File: src/rtl/branch_predictor_gshare.sv
`default_nettype none
// ============================================================================
// Module   : branch_predictor_gshare
// Brief    : Direction (static/bimodal/gshare PHT) and target (direct-mapped
//            BTB) predictor with combinational lookup and perf counters.
// Revision : 1.0 - initial release
// ============================================================================
module branch_predictor_gshare #(
  parameter int BHR_WIDTH = 3,
  parameter int PHT_IDX_W = 6,
  parameter int BTB_IDX_W = 4,
  parameter int PRED_MODE = 2
) (
  input  logic                 clk,
  input  logic                 rst,
  input  logic [31:0]          fetch_pc,
  output logic                 pred_taken,
  output logic [31:0]          pred_target,
  output logic                 pred_hit,
  output logic [BHR_WIDTH-1:0] pred_bhr,
  input  logic                 upd_valid,
  input  logic [31:0]          upd_pc,
  input  logic                 upd_is_branch,
  input  logic                 upd_is_jump,
  input  logic                 upd_taken,
  input  logic [31:0]          upd_target,
  input  logic [BHR_WIDTH-1:0] upd_bhr,
  input  logic                 upd_pred_taken,
  output logic [31:0]          perf_branches,
  output logic [31:0]          perf_mispredicts
);

  localparam int         PHT_N       = 1 << PHT_IDX_W;
  localparam int         BTB_N       = 1 << BTB_IDX_W;
  localparam int         TAG_W       = 30 - BTB_IDX_W;
  localparam logic [1:0] PHT_INIT    = 2'b01;
  localparam logic [1:0] PHT_MAX     = 2'b11;
  localparam logic [1:0] PHT_MIN     = 2'b00;
  localparam logic [31:0] PERF_MAX   = 32'hFFFF_FFFF;

  logic [1:0]           pht        [PHT_N];
  logic                 btb_valid  [BTB_N];
  logic                 btb_jump   [BTB_N];
  logic [TAG_W-1:0]     btb_tag    [BTB_N];
  logic [31:0]          btb_target [BTB_N];
  logic [BHR_WIDTH-1:0] bhr;
  logic [BHR_WIDTH-1:0] bhr_next;
  logic [31:0]          branches;
  logic [31:0]          mispredicts;

  logic [BTB_IDX_W-1:0] f_btb_idx;
  logic [TAG_W-1:0]     f_tag;
  logic [PHT_IDX_W-1:0] f_pht_idx;
  logic [BTB_IDX_W-1:0] u_btb_idx;
  logic [TAG_W-1:0]     u_tag;
  logic [PHT_IDX_W-1:0] u_pht_idx;
  logic [PHT_IDX_W-1:0] f_hist;
  logic [PHT_IDX_W-1:0] u_hist;
  logic                 f_hit;
  logic                 upd_br;
  logic                 upd_cf;
  logic                 unused_bits;

  assign unused_bits = ^{fetch_pc[1:0], upd_pc[1:0]};

  // History only folds into the index in gshare mode.
  assign f_hist = (PRED_MODE == 2) ? PHT_IDX_W'(bhr)     : '0;
  assign u_hist = (PRED_MODE == 2) ? PHT_IDX_W'(upd_bhr) : '0;

  assign f_btb_idx = fetch_pc[BTB_IDX_W+1:2];
  assign f_tag     = fetch_pc[31:BTB_IDX_W+2];
  assign f_pht_idx = fetch_pc[PHT_IDX_W+1:2] ^ f_hist;
  assign u_btb_idx = upd_pc[BTB_IDX_W+1:2];
  assign u_tag     = upd_pc[31:BTB_IDX_W+2];
  assign u_pht_idx = upd_pc[PHT_IDX_W+1:2] ^ u_hist;

  assign f_hit       = btb_valid[f_btb_idx] && (btb_tag[f_btb_idx] == f_tag);
  assign pred_hit    = f_hit;
  assign pred_target = f_hit ? btb_target[f_btb_idx] : 32'd0;
  assign pred_taken  = (PRED_MODE != 0) && f_hit &&
                       (btb_jump[f_btb_idx] || pht[f_pht_idx][1]);
  assign pred_bhr         = bhr;
  assign perf_branches    = branches;
  assign perf_mispredicts = mispredicts;

  // A simultaneous branch+jump is illegal and handled as a plain jump.
  assign upd_br = upd_valid && upd_is_branch && !upd_is_jump;
  assign upd_cf = upd_br || (upd_valid && upd_is_jump);

  generate
    if (BHR_WIDTH == 1) begin : g_bhr_single
      assign bhr_next = upd_taken;
    end else begin : g_bhr_shift
      assign bhr_next = {bhr[BHR_WIDTH-2:0], upd_taken};
    end
  endgenerate

  always_ff @(posedge clk) begin
    if (!rst) begin
      for (int i = 0; i < PHT_N; i++) begin
        pht[i] <= PHT_INIT;
      end
      for (int i = 0; i < BTB_N; i++) begin
        btb_valid[i] <= 1'b0;
      end
      bhr         <= '0;
      branches    <= 32'd0;
      mispredicts <= 32'd0;
    end else begin
      if (upd_br && (PRED_MODE != 0)) begin
        if (upd_taken && (pht[u_pht_idx] != PHT_MAX)) begin
          pht[u_pht_idx] <= pht[u_pht_idx] + 2'd1;
        end else if (!upd_taken && (pht[u_pht_idx] != PHT_MIN)) begin
          pht[u_pht_idx] <= pht[u_pht_idx] - 2'd1;
        end
      end
      if (upd_br) begin
        bhr <= bhr_next;
      end
      if (upd_cf && upd_taken) begin
        btb_valid[u_btb_idx]  <= 1'b1;
        btb_jump[u_btb_idx]   <= upd_is_jump;
        btb_tag[u_btb_idx]    <= u_tag;
        btb_target[u_btb_idx] <= upd_target;
      end
      if (upd_cf && (branches != PERF_MAX)) begin
        branches <= branches + 32'd1;
      end
      if (upd_br && (upd_pred_taken != upd_taken) && (mispredicts != PERF_MAX)) begin
        mispredicts <= mispredicts + 32'd1;
      end
    end
  end

endmodule
`default_nettype wire

File: config.mk
export PLATFORM = sky130hd
export DESIGN_NAME = branch_predictor_gshare
export DESIGN_NICKNAME = d
export VERILOG_FILES = /design/src/rtl/branch_predictor_gshare.sv
export SDC_FILE = /design/constraint.sdc
export NUM_CORES = 1
export LEC_CHECK = 0
export CORE_MARGIN = 2
export CORE_UTILIZATION = 25
export DETAILED_ROUTE_END_ITERATION = 10
export PLACE_DENSITY = 0.36
export SETUP_SLACK_MARGIN = 0.02
export SYNTH_ARGS = -nofsm -noshare
export SYNTH_HDL_FRONTEND = slang
export SYNTH_SLANG_ARGS = --single-unit
File: constraint.sdc
create_clock -name clk -period 15.7 [get_ports clk]
set_clock_uncertainty 0.1 [all_clocks]
set_input_delay 4.71 -clock clk [delete_from_list [all_inputs] [get_ports clk]]
set_output_delay 4.71 -clock clk [all_outputs]
set_load 0.1 [all_outputs]
==> run_results.csv, run 1 <==
group,metric,value,unit
setup_path,required,10890,ps
setup_path,worst_path_most_repeated_cell,"buf_4",
timing,setup_ws,2100,ps
timing,worstMarginPinSlew,1360,ps
yosys,synth-compound-area-share,2.73,%
floorplan,ios,207,
floorplan,die_h,438,µm
power_and_ir_drop,peakVddDrop,79.1,µV
hold_path,hold_class,"flop to flop",
setup_path,cp_slowest_stage_delay,550,ps
yosys,synth-xor-area-share,1.61,%
yosys,avgSynthCellArea,18.8,µm²
run,max_cap_violations,0,
yosys,synthMuxAreaShare,15.9,%
floorplan,initial_core_util,25.1,%
detailed_routing,num_vias,25400,
placement,io_buffer_count,202,
cells_and_area,nFillCells,18200,
clocking,clock-sinks,1155,
floorplan,die-area,0.191,mm²
clocking,holdBufCountCts,0,
power_and_ir_drop,seq_power_share,48.9,%
timing,slew_violations,0,
setup_path,cp-end-kind,"primary output",
yosys,async_flop_share,0,%
setup_path,critical_path.max_fanout,56,
cells_and_area,nNetsFinal,2866,
yosys,yosys.area.top_type,"edfxtp_1",
grt,antenna_found_initial,17,
yosys,synth_top_cells_by_count,"1072 x edfxtp_1, 322 x mux4_2, 122 x nand3_1, 96 x nand2_1, 96 x nor2_1",
timing,rsz0062_at_grt,"false",
detailed_routing,antenna_left,0,
placement,post-place-ws,1850,ps
clocking,cts-htree-levels,4,
timing,hold_viol,0,
power_and_ir_drop,p_per_area,123,mW/mm²
clocking,cts_tree,"done",
clocking,path_clk_slew,60,ps
clocking,clock_path_buffers,3,
setup_path,worstPathCellList,"buf_8 -> buf_4 -> mux4_2 -> mux4_2 -> xnor2_1 -> nand4_1 -> nor2_1 -> nand4_1 -> buf_4 -> nor2b_1 -> buf_4",
yosys,syn_nets,2607,
power_and_ir_drop,swShare,23.1,%
detailed_routing,vias_per_cell,4.74,
clocking,post-cts-setup-buffers,0,
setup_path,cp-start-kind,"input pin",
detailed_routing,drc,0,
yosys,ys_types,75,
yosys,synthAdderAreaFrac,0.0532,%
power_and_ir_drop,p_int,5330,µW
setup_path,crit_start,"fetch_pc[2]",
detailed_routing,wl_per_cell,26.6,µm
floorplan,die_width,438,µm
timing,fin_crit_sh,86.6,%
grt,grt_use_total,14.8,%
setup_path,critPathArrivalTime,8790,ps
yosys,syn_area,0.0470,mm²
timing,max_freq,73.5,MHz
timing,min_period,13600,ps
setup_path,path_class,"input pin to primary output",
clocking,cts_resized,0,
yosys,synth_edf_count,1072,
timing,maxSlewHeadroom,9.66,%
yosys,ys.flop_type,"edfxtp_1",
timing,setup_viol,0,
cells_and_area,drive_gt1_share,24.1,%
detailed_routing,drt_iter0_markers,2100,
setup_path,cp_slowest_cell,"mux4_2",
cells_and_area,n_antenna_cell,0,
grt,grt_pass1_vias,27300,
placement,gp_congestion,0.776,
placement,dp_hpwl,80.5,mm
grt,grt_start_max_net_pins,89,
yosys,synth_area_leaders,"edfxtp_1 68%, mux4_2 15%, dfxtp_1 3.5%",
yosys,synth_top_area_share,68.5,%
setup_path,r2r_end,"pht[21][1]$_SDFFCE_PN0P_",
grt,grt_first_pass_wirelength,203,mm
yosys,yosysWarnings,0,
power_and_ir_drop,switchingPower,1600,µW
grt,globalRouteOverflowTotal,0,
setup_path,r2r_slack,10930,ps
yosys,synth_top_family_by_area,"multiplexers",
clocking,root_buffer,"clkbuf_16",
power_and_ir_drop,leakagePower,0.0171,µW
power_and_ir_drop,p_comb_share,6.7,%
floorplan,num_rows,159,
timing,tns,0,ps
setup_path,reg2reg_from,"pht[26][0]$_SDFFCE_PN1P_",
clocking,clkLatencyLatePin,780,ps
detailed_routing,drt_wl_total,142,mm
setup_path,reg2reg_depth,8,
power_and_ir_drop,clkPwrFrac,44.5,%
yosys,synthCells,2499,
status,status,"finished, final reports clean",
clocking,cts_made_buffers,136,
floorplan,core_area,0.187,mm²
yosys,seq_area_frac_synth,72.0,%
yosys,yosysMostFrequentCell,"edfxtp_1",
yosys,synthSimpleGateAreaFrac,5.91,%
yosys,ys_ff_latch,1155,
detailed_routing,dr.pass1.iters,6,
cells_and_area,area_growth,20.1,%
setup_path,cp-endpoint,"pred_target[24]",
-- per-layer routing --
metal	global-route usage (%)	wire length [µm]	share of wire [%]	vias to the layer above
met5	0	35	0.025	-
met4	4.49	3610	2.5	6
met3	2.49	5800	4.1	236
met2	27.0	75700	53	646
met1	17.8	57200	40	13700
li1	-	-	-	10800
-- per-stage QoR --
stage / power [µW] / instance area, µm² / utilization, % / hold slack, ps / cells
floorplan: 3740 / 47000 / - / 325 / 2499
global placement: 3920 / 52100 / 27.9 / 331 / 5115
detailed placement: 3920 / 52100 / 27.9 / 341 / 5115
CTS: 7040 / 56500 / 30.2 / 354 / 5358
global route: 7180 / 56500 / 30.2 / 366 / 5358
finish: 6940 / 56500 / 30.2 / 352 / 5358
-- state kept, by name, summed over array words and instances, names as in the netlist --
register,cells
perf_mispredicts,32
btb_target,512
btb_valid,16
pred_bhr,3
perf_branches,32
pht,128
btb_jump,16
btb_tag,416
-- critical path, delay by kind of cell --
kind	cells	cell delay, ps
buf+inv	4	1600
simple gates	4	970
mux	2	1090
xor+xnor	1	240
-- cell type report --
type                    count  area, µm²  share of cell area (%)
clock buffers             168       3600                    6.37
flip-flops and latches   1155      33900                    60.0
repair buffers            283       2560                    4.54
multi-input cells        1170      12600                    22.3
clock inverters            75        717                    1.27
well taps                2495       3120                    5.53
inverters                  12       45.0                  0.0798
-- placed cells by master, fill, tap and decap left out, types with 7 or more instances in the layout --
cell and count:
xor2_1 36, mux2_2 7, nand2_1 96, nor2b_1 35
edfxtp_1 1072, nand3b_1 11, a21oi_1 28, o21ai_0 78
inv_1 11, o22ai_1 9, clkbuf_1 28, nor3_2 12
or3_1 17, buf_4 115, clkbuf_16 139, and4_1 8
nor2_4 13, bufinv_16 9, clkinv_2 21, nor3_1 26
mux4_2 322, clkdlybuf4s50_1 163, nand3_1 122, clkinv_1 24
mux2i_1 10, nand4_1 23, nor4_1 71, o21ai_1 9
inv_6 7, dfxtp_1 83, nor2_1 81, and3_1 8
a21o_1 16, xnor2_1 41
-- cell families after synthesis --
kind of cell / count (synthesis)
XOR/XNOR: 84
flip-flops: 1155
multiplexers: 342
adder cells (fa/ha/maj): 2
AND/OR/NAND/NOR: 544
AO/OA/AOI/OAI: 198
buffers and inverters: 174
-- how the worst min path moves through the flow --
stage          cells past startpoint                     to  slack [ps]                   from
2_1_floorplan                      1  btb_valid[12]$_DFF_P_         330  btb_valid[12]$_DFF_P_
3_3_place_gp                       1   btb_valid[6]$_DFF_P_         330   btb_valid[6]$_DFF_P_
3_5_place_dp                       1   btb_valid[5]$_DFF_P_         340   btb_valid[5]$_DFF_P_
4_1_cts                            1   btb_valid[5]$_DFF_P_         350   btb_valid[5]$_DFF_P_
5_1_grt                            1   btb_valid[3]$_DFF_P_         370   btb_valid[3]$_DFF_P_
6_report                           1   btb_valid[3]$_DFF_P_         350   btb_valid[3]$_DFF_P_
-- power by group through the flow --
stage                     clock [µW]  sequential, µW  combinational [µW]
after CTS                       3180            3390                 471
final                           3090            3390                 462
after global routing            3290            3390                 496
after floorplan                    0            3460                 286
after detailed placement           0            3450                 470
after global placement             0            3450                 466
(Power assumes the default switching activity.)
==> run 2: changes to the inputs <==
--- a/config.mk
+++ b/config.mk
@@ -5,10 +5,12 @@
 export SDC_FILE = /design/constraint.sdc
 export NUM_CORES = 1
 export LEC_CHECK = 0
+export CELL_PAD_IN_SITES_DETAIL_PLACEMENT = 0
+export CELL_PAD_IN_SITES_GLOBAL_PLACEMENT = 2
 export CORE_MARGIN = 2
 export CORE_UTILIZATION = 25
 export DETAILED_ROUTE_END_ITERATION = 10
-export PLACE_DENSITY = 0.36
+export PLACE_DENSITY_LB_ADDON = 0.2
 export SETUP_SLACK_MARGIN = 0.02
 export SYNTH_ARGS = -nofsm -noshare
 export SYNTH_HDL_FRONTEND = slang
==> run 2 against run 1 <==
  * Clock-buffer cell count is 6 higher
  * Sequential power hardly changed
  * Cell count stayed put
  * Critical path depth is 1 higher
  * Total power is 0.79% higher
  * Largest cell class unchanged
  * Critical path type unchanged
  * Worst hold slack hardly changed
  * Clock power is 2% higher
  * Worst setup slack better by 23 ps
  * Maximum frequency is 0.17% higher
==> run_results.csv, run 2 (synthesized netlist as in run 1, its figures left out) <==
group,metric,value,unit
clocking,cts_made_buffers,137,
floorplan,die-area,0.191,mm²
clocking,cts_resized,0,
clocking,path_clk_slew,60,ps
clocking,clkLatencyLatePin,790,ps
clocking,cts_tree,"done",
cells_and_area,drive_gt1_share,23.8,%
floorplan,initial_core_util,25.1,%
timing,hold_viol,0,
setup_path,critical_path.max_fanout,62,
setup_path,critical-path-top-delay-family,"buffers and inverters",
grt,grt_pass1_vias,26900,
timing,tns,0,ps
timing,worstMarginPinSlew,1120,ps
detailed_routing,drt_wl_total,140,mm
run,max_cap_violations,0,
timing,min_period,13580,ps
cells_and_area,largest_register_ffs,512,
placement,io_buffer_count,202,
clocking,post-cts-setup-buffers,0,
timing,fin_crit_sh,86.5,%
setup_path,cp-start-kind,"input pin",
placement,dp_hpwl,77.9,mm
grt,grt_first_pass_wirelength,200,mm
cells_and_area,final_common_cell,"edfxtp_1",
status,status,"finished, final reports clean",
floorplan,die_width,438,µm
clocking,clock_path_buffers,3,
grt,grt_start_max_net_pins,89,
floorplan,num_rows,159,
clocking,root_buffer,"clkbuf_16",
cells_and_area,reg.largest.list,"btb_target: 512 flops, btb_tag: 416 flops, pht: 128 flops",
power_and_ir_drop,total_power,6990,µW
floorplan,core_area,0.187,mm²
power_and_ir_drop,peakVddDrop,106,µV
timing,rsz0062_at_grt,"false",
detailed_routing,wl_per_cell,26.2,µm
setup_path,worst_path_most_repeated_cell,"buf_4",
cells_and_area,top_register,"btb_target",
timing,setup_viol,0,
detailed_routing,drt_iter0_markers,2045,
detailed_routing,drc,0,
timing,max_freq,73.6,MHz
placement,gp_congestion,0.748,
setup_path,path_class,"input pin to primary output",
cells_and_area,final_cell_mix,"1072 x edfxtp_1, 322 x mux4_2, 161 x clkdlybuf4s50_1, 138 x clkbuf_16, 122 x nand3_1",
setup_path,critPathArrivalTime,8770,ps
setup_path,cp_slowest_cell,"buf_4",
grt,grt_use_total,14.6,%
clocking,holdBufCountCts,0,
hold_path,hold_class,"flop to flop",
detailed_routing,num_vias,25400,
setup_path,cp-end-kind,"primary output",
setup_path,crit_buf_inv,5,
setup_path,cp_slowest_stage_delay,570,ps
detailed_routing,antenna_left,0,
cells_and_area,nNetsFinal,2859,
setup_path,worstPathCellList,"buf_8 -> buf_4 -> buf_4 -> mux4_2 -> a211oi_1 -> a21oi_1 -> xor2_1 -> nor4_1 -> nand4_1 -> buf_4 -> nor2b_1 -> buf_4",
floorplan,ios,207,
cells_and_area,area_growth,20.4,%
power_and_ir_drop,leakagePower,0.0171,µW
detailed_routing,vias_per_cell,4.74,
timing,maxSlewHeadroom,25.0,%
detailed_routing,dr.pass1.iters,7,
grt,globalRouteOverflowTotal,0,
clocking,clock-sinks,1155,
clocking,cts-htree-levels,4,
floorplan,die_h,438,µm
grt,antenna_found_initial,20,
timing,slew_violations,0,
setup_path,required,10890,ps
power_and_ir_drop,p_per_area,124,mW/mm²
[run 2: cell count changes in the layout (fill, tap and decap cells not counted), moves of 3 or more]
cell,change
clkinv_16,+4
inv_6,-4
clkbuf_1,+4
buf_12,+3
clkinv_2,-4
clkinv_1,+3
diode_2,+3
buf_4,-11
clkbuf_8,+3
[run 2: report_power, final]
group / internal (µW) / switching [µW] / leakage [µW]
registers: 3380 / 8.22 / 0.0103
logic: 165 / 299 / 0.00468
clock network: 1820 / 1310 / 0.00215
[run 2: layout make-up]
| type | instances | area, µm² |
|---|---|---|
| inverter | 12 | 45.0 |
| antenna | 3 | 7.51 |
| timing repair buffer | 275 | 2530 |
| fill | 18200 | 131000 |
| clock buffer | 174 | 3630 |
| tap | 2495 | 3120 |
| sequential | 1155 | 33900 |
| clock inverter | 74 | 825 |
| multi-input combinational | 1170 | 12600 |
[run 2: path summary, 6_finish.rpt]
| check | to | depth (start not counted) | slack [ps] | from |
|---|---|---|---|---|
| worst min-delay path | btb_valid[11]$_DFF_P_ | 1 | 350 | btb_valid[11]$_DFF_P_ |
| worst max-delay path | pred_target[7] | 12 | 2120 | fetch_pc[2] |
| worst min register to register | btb_valid[11]$_DFF_P_ | 1 | 350 | btb_valid[11]$_DFF_P_ |
| worst max register to register | pht[56][1]$_SDFFCE_PN0P_ | 9 | 11260 | pht[26][0]$_SDFFCE_PN1P_ |
[run 2: routing by layer]
layer | track usage, % | vias to the layer above | wire length, µm
met5 | 0 | - | 7
met4 | 4.53 | 2 | 3660
met3 | 2.25 | 228 | 5670
met2 | 25.9 | 667 | 72800
met1 | 18.1 | 13600 | 58200
li1 | - | 10800 | -
[run 2: metrics by stage]
step / instances / utilization [%] / instance area, µm² / setup WS [ps] / hold WS, ps
final: 5358 / 30.2 / 56600 / 2120 / 352
after detailed placement: 5107 / 27.8 / 52100 / 2010 / 343
after CTS: 5355 / 30.2 / 56600 / 2000 / 356
after global placement: 5107 / 27.8 / 52100 / 2020 / 331
after global routing: 5355 / 30.2 / 56600 / 1770 / 374
after floorplan: 2499 / - / 47000 / 2240 / 325
